## src/rtl/common_types_pkg.sv

```systemverilog
// Shared bus and arbiter types for the core memory path.
package common_types_pkg;

    typedef logic [31:0] word_t;

    localparam int CNT_W = 4;
    typedef logic [CNT_W-1:0] cnt_t;

    typedef logic [1:0] arb_state_t;
    localparam arb_state_t IDLE = 2'd0;
    localparam arb_state_t IACC = 2'd1;
    localparam arb_state_t DACC = 2'd2;
    localparam arb_state_t XACC = 2'd3;

    function automatic logic req_any(input logic ren, input logic [3:0] wen);
        return ren | (|wen);
    endfunction

endpackage

```

## src/rtl/mem_arbiter.sv

```systemverilog
// Serialises instruction, data and dump-master requests onto one RAM port.
// Latency: RAM_LATENCY+1 cycles per access, every access returns through IDLE.
// Backpressure: *wait held high until the requester's access completes.
module mem_arbiter
    import common_types_pkg::*;
#(
    parameter int unsigned RAM_LATENCY = 2
) (
    input  logic       clk,
    input  logic       nrst,
    input  logic       override_ctrl,
    input  logic       iren,
    input  word_t      iaddr,
    output logic       iwait,
    output word_t      iload,
    input  logic       dren,
    input  logic [3:0] dwen,
    input  word_t      daddr,
    input  word_t      dstore,
    output logic       dwait,
    output word_t      dload,
    input  logic       xren,
    input  logic [3:0] xwen,
    input  word_t      xaddr,
    input  word_t      xstore,
    output logic       xwait,
    output word_t      xload,
    output logic       ram_ren,
    output logic [3:0] ram_wen,
    output word_t      ram_addr,
    output word_t      ram_store,
    input  word_t      ram_load
);

    localparam cnt_t LAST = cnt_t'(RAM_LATENCY - 1);

    arb_state_t state_q, state_d;
    cnt_t       cnt_q, cnt_d;
    logic       d_req, x_req, done;

    assign d_req = req_any(dren, dwen);
    assign x_req = req_any(xren, xwen);
    assign done  = (state_q != IDLE) && (cnt_q == LAST);

    // Override only steers the next grant; an access already underway finishes.
    always_comb begin
        state_d = state_q;
        cnt_d   = cnt_q;
        if (state_q == IDLE) begin
            cnt_d = '0;
            if (override_ctrl && x_req) begin
                state_d = XACC;
            end else if (!override_ctrl && d_req) begin
                state_d = DACC;
            end else if (!override_ctrl && iren) begin
                state_d = IACC;
            end
        end else if (done) begin
            state_d = IDLE;
            cnt_d   = '0;
        end else begin
            cnt_d = cnt_q + cnt_t'(1);
        end
    end

    always_ff @(posedge clk or negedge nrst) begin
        if (!nrst) begin
            state_q <= IDLE;
            cnt_q   <= '0;
        end else begin
            state_q <= state_d;
            cnt_q   <= cnt_d;
        end
    end

    // Writes win over a concurrent read request from the same master.
    always_comb begin
        ram_ren   = 1'b0;
        ram_wen   = 4'b0;
        ram_addr  = '0;
        ram_store = '0;
        case (state_q)
            IACC: begin
                ram_ren  = 1'b1;
                ram_addr = iaddr;
            end
            DACC: begin
                ram_addr  = daddr;
                ram_store = dstore;
                if (|dwen) ram_wen = dwen;
                else       ram_ren = 1'b1;
            end
            XACC: begin
                ram_addr  = xaddr;
                ram_store = xstore;
                if (|xwen) ram_wen = xwen;
                else       ram_ren = 1'b1;
            end
            default: ;
        endcase
    end

    assign iwait = iren  && !(done && state_q == IACC);
    assign dwait = d_req && !(done && state_q == DACC);
    assign xwait = x_req && !(done && state_q == XACC);

    assign iload = (done && state_q == IACC) ? ram_load : '0;
    assign dload = (done && state_q == DACC) ? ram_load : '0;
    assign xload = (done && state_q == XACC) ? ram_load : '0;

endmodule
```

## config.mk

```make
export PLATFORM = sky130hd
export DESIGN_NAME = mem_arbiter
export DESIGN_NICKNAME = d
export VERILOG_FILES = /design/src/rtl/common_types_pkg.sv /design/src/rtl/mem_arbiter.sv
export SDC_FILE = /design/constraint.sdc
export NUM_CORES = 1
export LEC_CHECK = 0
export CAP_MARGIN = 20
export CORE_AREA = 5 5 143 145
export CTS_CLUSTER_DIAMETER = 60
export DETAILED_ROUTE_END_ITERATION = 8
export DIE_AREA = 0 0 148 150
export PLACE_DENSITY = 0.5
export REMOVE_ABC_BUFFERS = 1
export SETUP_SLACK_MARGIN = 0.2
export SLEW_MARGIN = 30
export SYNTH_ARGS = -nofsm -noshare
export SYNTH_HDL_FRONTEND = slang
export SYNTH_SLANG_ARGS = --single-unit
```

## constraint.sdc

```tcl
create_clock -name clk -period 2.57 [get_ports clk]
set_input_delay 0.514 -clock clk [delete_from_list [all_inputs] [get_ports clk]]
set_output_delay 0.514 -clock clk [all_outputs]
set_load 0.01 [all_outputs]
```

==> impl_metrics.yaml, run 1 <==
run_status:
  status: "completed"
critical_path:
  path_max_fanout: 16
  cpPeakStageDelay_ns: 0.40
  setup.worst_path.start_class: "flop"
  cpMaxStageDelayCell: "or3b_4"
  crit_chain: "inv_1, ha_1, or3b_4, nor3b_4, buf_6, buf_12, buf_16, and2_1, buf_2"
  crit_type: "reg2out"
  crit_required_ns: 2.06
  crit_buf_inv: 5
  crit_family: "simple AND/OR/NAND/NOR gates"
  critical_path_arrival_ns: 2.00
  cp-end-kind: "output pin"
detailed_routing:
  wl_um: 16200
  wl_per_cell_um: 17.7
  first_iter_violations: 78
  num_vias: 3764
  dr.pass1.iters: 4
  drc_errors: 0
  ant_nets: 0
  viasPerCell: 4.11
clocking:
  clockRootBuffer: "clkbuf_16"
  cts_hold_buf: 0
  clk_path_buf_depth: 2
  insertion_delay_ns: 0.23
  cts_tree: "yes"
  h-tree-depth: 1
  clkTransAtPathRegs_ns: 0.03
  cts.sinks: 6
  numCtsBuffers: 3
die:
  core_sq_um: 19100
  ios: 374
  rows: 51
  dieArea_sq_um: 22200
  die_w_um: 148
  initial_utilization_pct: 12.5
  die_y_um: 150
final_layout:
  area_delta_synth_final_pct: 180
  seqCellArea_sq_um: 155
  diodes: 0
  drive_gt1_share_pct: 18.7
  nets: 887
  multiInputGateArea_sq_um: 2120
  fin_util_pct: 35.1
  fill_cells: 2002
sta:
  relSlewSlack_pct: 76.4
  fin_crit_ns: 2.51
  drv_slew: 0
  tightest_slew_ns: 0.351
  fmax_ghz: 0.398
  rsz0062_at_grt: "true"
  whs_ns: 0.536
  setup_viol: 0
  hold_viol_final: 0
  setup_ws_ns: 0.0589
  fin_skew_ns: 0.00106
  period_share_pct: 97.7
power_and_ir_drop:
  ir_worst_vdd_mv: 0.311
  pwr-share-seq_pct: 4.1
  clockPowerShare_pct: 5.3
  swShare_pct: 41.9
  power.switching_uw: 2020
  combPwrFrac_pct: 90.6
  p_leak_uw: 0.00346
  p_int_uw: 2800
  power_density_nw_per_um2: 720
flow_run:
  cap_violations: 0
placement:
  place_ws_ns: -0.195
  hpwl_um: 13100
  port_buffers: 373
  gp_congestion: 0.829
global_routing:
  overflow: 0
  grt_max_degree: 34
  antenna_found_initial: 0
  grt_pass1_wl_um: 22800
  grt_pass1_vias: 3927
  grt_usage_pct: 13.0
synthesis:
  ys_seq_area_share_pct: 6.29
  ys_top_cells_by_area: "and2_1 (20%), mux2i_1 (15%), mux2_2 (15%), a22o_1 (12%), nor2b_1 (10%)"
  synthFlopType: "dfrtp_1"
  synth.distinct_cells: 35
  avgSynthCellArea_sq_um: 7.85
  ys_ff_latch: 6
  yosysWarningCount: 0
  synth_top_area_share_pct: 20.2
  synth-edff-count: 0
  synth-async-reset-ratio_pct: 100
  syn_inst: 304
  syn_area_sq_um: 2390
  synth_largest_area_cell: "and2_1"
min_path:
  hold_path.class: "in2async"
state kept, by name (all words and copies together) (netlist names):
| register | cells |
|---|---|
| cnt_q | 4 |
| state_q | 2 |
routing by layer:
| metal | share of wire [%] | up-vias | track usage, % |
|---|---|---|---|
| met2 | 55 | 235 | 26.4 |
| met3 | 11 | 8 | 4.27 |
| li1 | - | 1798 | - |
| met4 | 0.66 | 0 | 1.29 |
| met1 | 34 | 1723 | 13.3 |
| met5 | 0 | - | 0 |
placed cells by master, fill, tap and decap left out, types with 2 or more instances in the layout:
master / n
a21oi_1: 2
a22o_1: 32
and2_1: 77
and2_2: 19
buf_12: 6
buf_16: 3
buf_2: 16
buf_4: 13
buf_6: 21
bufbuf_16: 3
clkbuf_16: 3
clkdlybuf4s50_1: 206
dfrtp_1: 4
dlygate4sd2_1: 106
dlymetal6s2s_1: 26
ha_1: 2
inv_1: 2
mux2_2: 32
mux2i_1: 36
nand2_1: 3
nor2_1: 7
nor2b_1: 36
nor3b_1: 2
per-stage QoR:
stage / cells / TNS (ns) / area (sq um) / power (uW)
after floorplan: 274 / -165.42 / 2240 / 2170
after global placement: 900 / -0.478 / 6460 / 4600
after detailed placement: 900 / -0.931 / 6460 / 4600
after CTS: 915 / 0 / 6600 / 4950
after global routing: 916 / -0.638 / 6690 / 5150
final: 916 / 0 / 6690 / 4820
path summary, 6_finish.rpt:
path	slack [ns]	endpoint	cells past startpoint	start
max	0.06	iload[4]	9	cnt_q[1]
min	0.54	cnt_q[0]	1	nrst
max reg2reg	1.08	cnt_q[2]	6	cnt_q[1]
min reg2reg	0.54	cnt_q[0]	2	cnt_q[0]
max in group asynchronous	1.79	state_q[0]	1	nrst
min in group clk	0.54	cnt_q[0]	2	cnt_q[0]
synthesized netlist by cell type (2+ instances only):
cell type	number
nor2_1	8
and2_1	77
a21oi_1	2
clkbuf_1	12
mux2_2	32
nor3b_1	2
inv_1	2
buf_1	2
a22o_1	32
ha_1	2
buf_2	10
nand2_1	3
mux2i_1	36
nor2b_1	38
dfrtp_1	6
and2_2	19
clkbuf_2	3
kinds of logic (layout without fill, tap and decap cells):
logic type               after synthesis  after routing  synth area share (%)
adder cells (fa/ha/maj)                2              2                  1.05
AO/OA/AOI/OAI                         38             38                  13.3
multiplexers                          68             68                  30.2
flip-flops                             6              6                  6.29
AND/OR/NAND/NOR                      156            156                  41.8
buffers and inverters                 32            406                  6.61
XOR/XNOR                               2              2                 0.734
power by group through the flow:
stage | sequential, uW | combinational [uW] | clock (uW)
floorplan | 425 | 1740 | 0
global placement | 194 | 4400 | 0
detailed placement | 194 | 4410 | 0
CTS | 198 | 4490 | 259
global route | 206 | 4680 | 266
finish | 197 | 4370 | 257
final cells by class:
type / count / share of cell area, %
well taps: 238 / 4.45
inverters: 2 / 0.112
multi-input cells: 266 / 31.7
clock buffers: 4 / 1.18
flip-flops and latches: 6 / 2.32
repair buffers: 400 / 60.3
what timing repair did:
item	4_1_cts	5_1_grt
setup endpoints to repair	141	62
resized for setup	276	28
setup buffers	6	1
pin swaps	4	2
gates cloned	5	0
Note: power is estimated with default switching activity, not from simulation.
==> inputs of run 2 (changes only) <==
--- a/config.mk
+++ b/config.mk
@@ -6,11 +6,13 @@
 export NUM_CORES = 1
 export LEC_CHECK = 0
 export CAP_MARGIN = 20
-export CORE_AREA = 5 5 143 145
+export CELL_PAD_IN_SITES_DETAIL_PLACEMENT = 1
+export CELL_PAD_IN_SITES_GLOBAL_PLACEMENT = 2
+export CORE_MARGIN = 5
+export CORE_UTILIZATION = 10
 export CTS_CLUSTER_DIAMETER = 60
 export DETAILED_ROUTE_END_ITERATION = 8
-export DIE_AREA = 0 0 148 150
-export PLACE_DENSITY = 0.5
+export PLACE_DENSITY = 0.86
 export REMOVE_ABC_BUFFERS = 1
 export SETUP_SLACK_MARGIN = 0.2
 export SLEW_MARGIN = 30
==> run 2 against run 1 <==
Against the previous run: the flow now finishes with violations (setup timing); core utilization decreased by 5.5 points; total power grew 1.6%; register-to-register slack got worse by 0.05 ns; wire length up 11%; worst setup slack got worse by 0.084 ns; first-iteration DRC count shrank 32%; cell area grew 3.7%; sequential share of layout area decreased by 0.083 points; clock skew fell by 0.00092 ns; final cell count up 10%; hold slack improved by 0.0018 ns; critical path type unchanged; critical endpoint is now iload[14].
==> impl_metrics.yaml, run 2 (synthesized netlist as in run 1, its figures left out) <==
final_layout:
  drive_gt1_share_pct: 23.3
  top_regs: "cnt_q x4, state_q x2"
  largest_register_ffs: 4
  nets: 900
  top_register: "cnt_q"
  final_area_sq_um: 6940
  layout_common_cells: "clkdlybuf4s50_1 (202), dlygate4sd2_1 (113), and2_1 (69), nor2b_1 (37), buf_6 (37)"
  layout_commonest_cell: "clkdlybuf4s50_1"
  diodes: 0
  area_delta_synth_final_pct: 191
sta:
  fmax_ghz: 0.385
  relSlewSlack_pct: 72.9
  hold_viol_final: 0
  fin_crit_ns: 2.59
  rsz0062_at_grt: "true"
  tightest_slew_ns: 0.402
  setup_ws_ns: -0.0250
  fin_skew_ns: 0.000133
  setup_viol: 9
  drv_slew: 0
  period_share_pct: 101
detailed_routing:
  wl_per_cell_um: 17.9
  viasPerCell: 3.77
  ant_nets: 0
  drc_errors: 0
  num_vias: 3803
  dr.pass1.iters: 4
  first_iter_violations: 53
  wl_um: 18100
die:
  die_w_um: 164
  dieArea_sq_um: 27100
  ios: 374
  rows: 56
  die_y_um: 164
  core_sq_um: 23500
  initial_utilization_pct: 10.2
clocking:
  numCtsBuffers: 3
  h-tree-depth: 1
  cts.sinks: 6
  insertion_delay_ns: 0.23
  clk_path_buf_depth: 2
  clkTransAtPathRegs_ns: 0.03
  clockRootBuffer: "clkbuf_16"
  cts_hold_buf: 0
  cts_tree: "yes"
flow_run:
  cap_violations: 0
global_routing:
  grt_pass1_vias: 4259
  overflow: 0
  antenna_found_initial: 2
  grt_max_degree: 51
  grt_usage_pct: 12.1
  grt_pass1_wl_um: 25200
min_path:
  hold_path.class: "in2async"
power_and_ir_drop:
  p_int_uw: 2800
  power_density_nw_per_um2: 705
  pwr-share-seq_pct: 3.6
  p_total_uw: 4890
  p_leak_uw: 0.00326
  clockPowerShare_pct: 5.4
  power.switching_uw: 2090
  combPwrFrac_pct: 91.0
  swShare_pct: 42.8
  ir_worst_vdd_mv: 0.327
critical_path:
  rrSetupSlack_ns: 1.03
  path_max_fanout: 5
  cp-end-kind: "output pin"
  crit_required_ns: 2.06
  setup.worst_path.start_class: "flop"
  critical_path_arrival_ns: 2.08
  crit_type: "reg2out"
placement:
  gp_congestion: 0.729
  port_buffers: 373
  dpl-instance-area_sq_um: 6610
  hpwl_um: 14400
run_status:
  status: "complete, but fails checks"
  violations: "setup timing"
[run 2: cell count changes in the layout (fill, tap and decap cells not counted), moves of 10 or more]
cell,delta
and2_2,-10
dlymetal6s2s_1,-23
and2_4,+18
buf_2,-10
buf_6,+16
clkdlybuf4s15_1,+11
[run 2: layout make-up]
cell class,instances,area [sq um]
timing repair buffer,413,4120
inverter,2,7.51
fill,2793,16500
sequential,6,155
tap,319,399
clock buffer,4,78.8
multi-input combinational,266,2180
[run 2: critical path: stages (launching register included)]
cell     delay [ns]
dfrtp_1        0.37
inv_1          0.06
ha_2           0.17
or3b_4         0.40
nor3b_4        0.23
buf_6          0.17
buf_16         0.13
buf_12         0.10
and2_4         0.13
buf_6          0.09
[run 2: worst paths after layout]
path | startpoint | to | cells after the start
max reg2reg | cnt_q[1] | cnt_q[2] | 6
min in group clk | cnt_q[0] | cnt_q[0] | 2
max | cnt_q[1] | iload[14] | 9
min | nrst | state_q[0] | 1
max in group asynchronous | nrst | state_q[0] | 1
min reg2reg | cnt_q[0] | cnt_q[0] | 2
[run 2: power by group through the flow]
stage          clock network (uW)  logic [uW]  registers, uW
3_3_place_gp                    0        4480            175
3_5_place_dp                    0        4480            178
5_1_grt                       272        4850            180
4_1_cts                       267        4460            175
2_1_floorplan                   0        1740            425
6_report                      263        4460            176
[run 2: timing repair]
action                     CTS  global route
setup buffers               12             1
gates cloned                 5             1
gates resized for setup    331            48
pin swaps                   11             6
setup endpoints to repair  167            63
[run 2: metal layers]
metal  part of all wire [%]  track usage (%)  vias up
li1                       -                -     1818
met1                     34             12.1     1755
met2                     53             23.7      217
met3                     12             5.42       11
met4                   0.48             1.02        2
met5                  0.072                0        -
[run 2: per-stage QoR]
step,setup TNS (ns),utilization (%),setup WS (ns),hold WS [ns],instances
after global placement,-0.500,28.2,-0.218,0.531,987
final,-0.168,29.6,-0.0250,0.538,1010
after detailed placement,-1.86,28.2,-0.224,0.569,987
after floorplan,-165.42,-,-1.68,0.218,274
after global routing,-1.27,29.6,-0.110,0.561,1010
after CTS,-0.126,29.2,-0.0428,0.552,1008
==> inputs of run 3 (changes only) <==
==> constraint.sdc (replaced) <==
create_clock -name clk -period 3.3 [get_ports clk]
set_input_delay 0.66 -clock clk [delete_from_list [all_inputs] [get_ports clk]]
set_output_delay 0.66 -clock clk [all_outputs]
set_load 0.01 [all_outputs]
==> run 3 against run 2 <==
Against the previous run: the run now ends clean; cell area shrank 5.4%; total power shrank 25%; via count shrank 6.1%; non-clock buffer count shrank 31; count of clock-buffer cells in the layout is the same.
==> impl_metrics.yaml, run 3 (synthesized netlist as in run 1, its figures left out) <==
final_layout:
  nets: 869
  layout_common_cells: "clkdlybuf4s50_1 (373), and2_1 (77), nor2b_1 (37), mux2i_1 (36)"
  layout_commonest_cell: "clkdlybuf4s50_1"
  fill_cells: 2753
  fin_util_pct: 28.0
  top_register: "cnt_q"
  top_regs: "cnt_q x4, state_q x2"
  largest_register_ffs: 4
  finalNonFillerCells: 979
  drive_gt1_share_pct: 10.6
  diodes: 0
  area_delta_synth_final_pct: 175
flow_run:
  cap_violations: 0
sta:
  hold_viol_final: 0
  setup_ws_ns: 0.222
  fin_skew_ns: 0.00161
  fin_crit_ns: 3.08
  period_share_pct: 93.3
  relSlewSlack_pct: 66.0
  drv_slew: 0
  whs_ns: 0.501
  rsz0062_at_grt: "true"
  fin_tns_setup_ns: 0
  tightest_slew_ns: 0.510
  setup_viol: 0
  fmax_ghz: 0.325
critical_path:
  crit_type: "in2out"
  r2r_start: "state_q[1]"
  path_max_fanout: 3
  reg2reg_depth: 4
  crit_required_ns: 2.64
  setup.worst_path.start_class: "input pin"
  startpoint: "xwen[0]"
  cp-end-kind: "output pin"
  critical_path_arrival_ns: 2.42
detailed_routing:
  drc_errors: 0
  dr.pass1.iters: 4
  wl_um: 16400
  ant_nets: 0
  viasPerCell: 3.65
  first_iter_violations: 100
  num_vias: 3571
  wl_per_cell_um: 16.8
clocking:
  cts_tree: "yes"
  cts.sinks: 6
  clkTransAtPathRegs_ns: 0.03
  clk_path_buf_depth: 2
  h-tree-depth: 1
  numCtsBuffers: 3
  clockRootBuffer: "clkbuf_16"
  insertion_delay_ns: 0.23
min_path:
  holdPathStages: 1
  hold_path.class: "reg2reg"
  holdCritStartpoint: "cnt_q[0]"
placement:
  port_buffers: 373
  gp_congestion: 0.727
  hpwl_um: 14100
  place_ws_ns: 0.216
  place_inst: 975
die:
  die_w_um: 164
  initial_utilization_pct: 10.2
  rows: 56
  core_sq_um: 23500
  die_y_um: 164
  ios: 374
  dieArea_sq_um: 27100
power_and_ir_drop:
  ir_worst_vdd_mv: 0.246
  p_leak_uw: 0.00247
  power_density_nw_per_um2: 557
global_routing:
  grt_pass1_wl_um: 22900
  grt_usage_pct: 10.9
  overflow: 0
  grt_max_degree: 75
  grt_pass1_vias: 3930
  antenna_found_initial: 0
run_status:
  status: "completed"
-- run 3: changes by cell type in the layout (fill, tap and decap cells not counted), moves of 10 or more --
| cell | previous run | this run |
|---|---|---|
| and2_2 | 9 | 19 |
| and2_4 | 18 | 0 |
| buf_6 | 37 | 0 |
| clkdlybuf4s15_1 | 11 | 0 |
| dlygate4sd2_1 | 113 | 0 |
| buf_4 | 18 | 6 |
| clkdlybuf4s50_1 | 202 | 373 |
-- run 3: repair_timing --
item                                    CTS  global route
buffers inserted                          0             0
gates resized for setup                   0             1
endpoints found under the setup margin    0            34
hold buffers                              0             0
-- run 3: stage by stage --
| stage | area [sq um] | power [uW] |
|---|---|---|
| after floorplan | 2240 | 1690 |
| after global placement | 6480 | 3520 |
| after detailed placement | 6480 | 3500 |
| after CTS | 6560 | 3730 |
| after global routing | 6570 | 3940 |
| final | 6570 | 3660 |
-- run 3: final cells by class --
type	instances	area, sq um	area share, %
timing repair buffer	382	3840	58.5
inverter	2	7.51	0.114
sequential	6	155	2.36
multi-input combinational	266	2090	31.8
tap	319	399	6.08
clock buffer	4	78.8	1.20
-- run 3: worst paths after layout --
path / end / slack, ns
setup reg to reg: state_q[0] / 1.91
min in group asynchronous: state_q[0] / 0.68
hold / removal: cnt_q[0] / 0.50
hold reg to reg: cnt_q[0] / 0.50
setup / recovery: ram_ren / 0.22
max in group asynchronous: state_q[0] / 2.38
-- run 3: critical path, cell delays in order --
cell	delay, ns
clkdlybuf4s50_1	0.42
or4_1	0.57
a31oi_1	0.20
clkdlybuf4s50_1	0.57
-- run 3: routing by layer --
layer  track usage (%)  wire [um]
met1              11.1       5610
met2              20.8       8550
met3              5.17       2220
met4             0.794         33
met5                 0          0
-- run 3: report_power, final --
group | internal, uW | total (uW) | switching, uW
clock | 160 | 201 | 41.0
sequential | 110 | 175 | 65.2
combinational | 1900 | 3280 | 1380
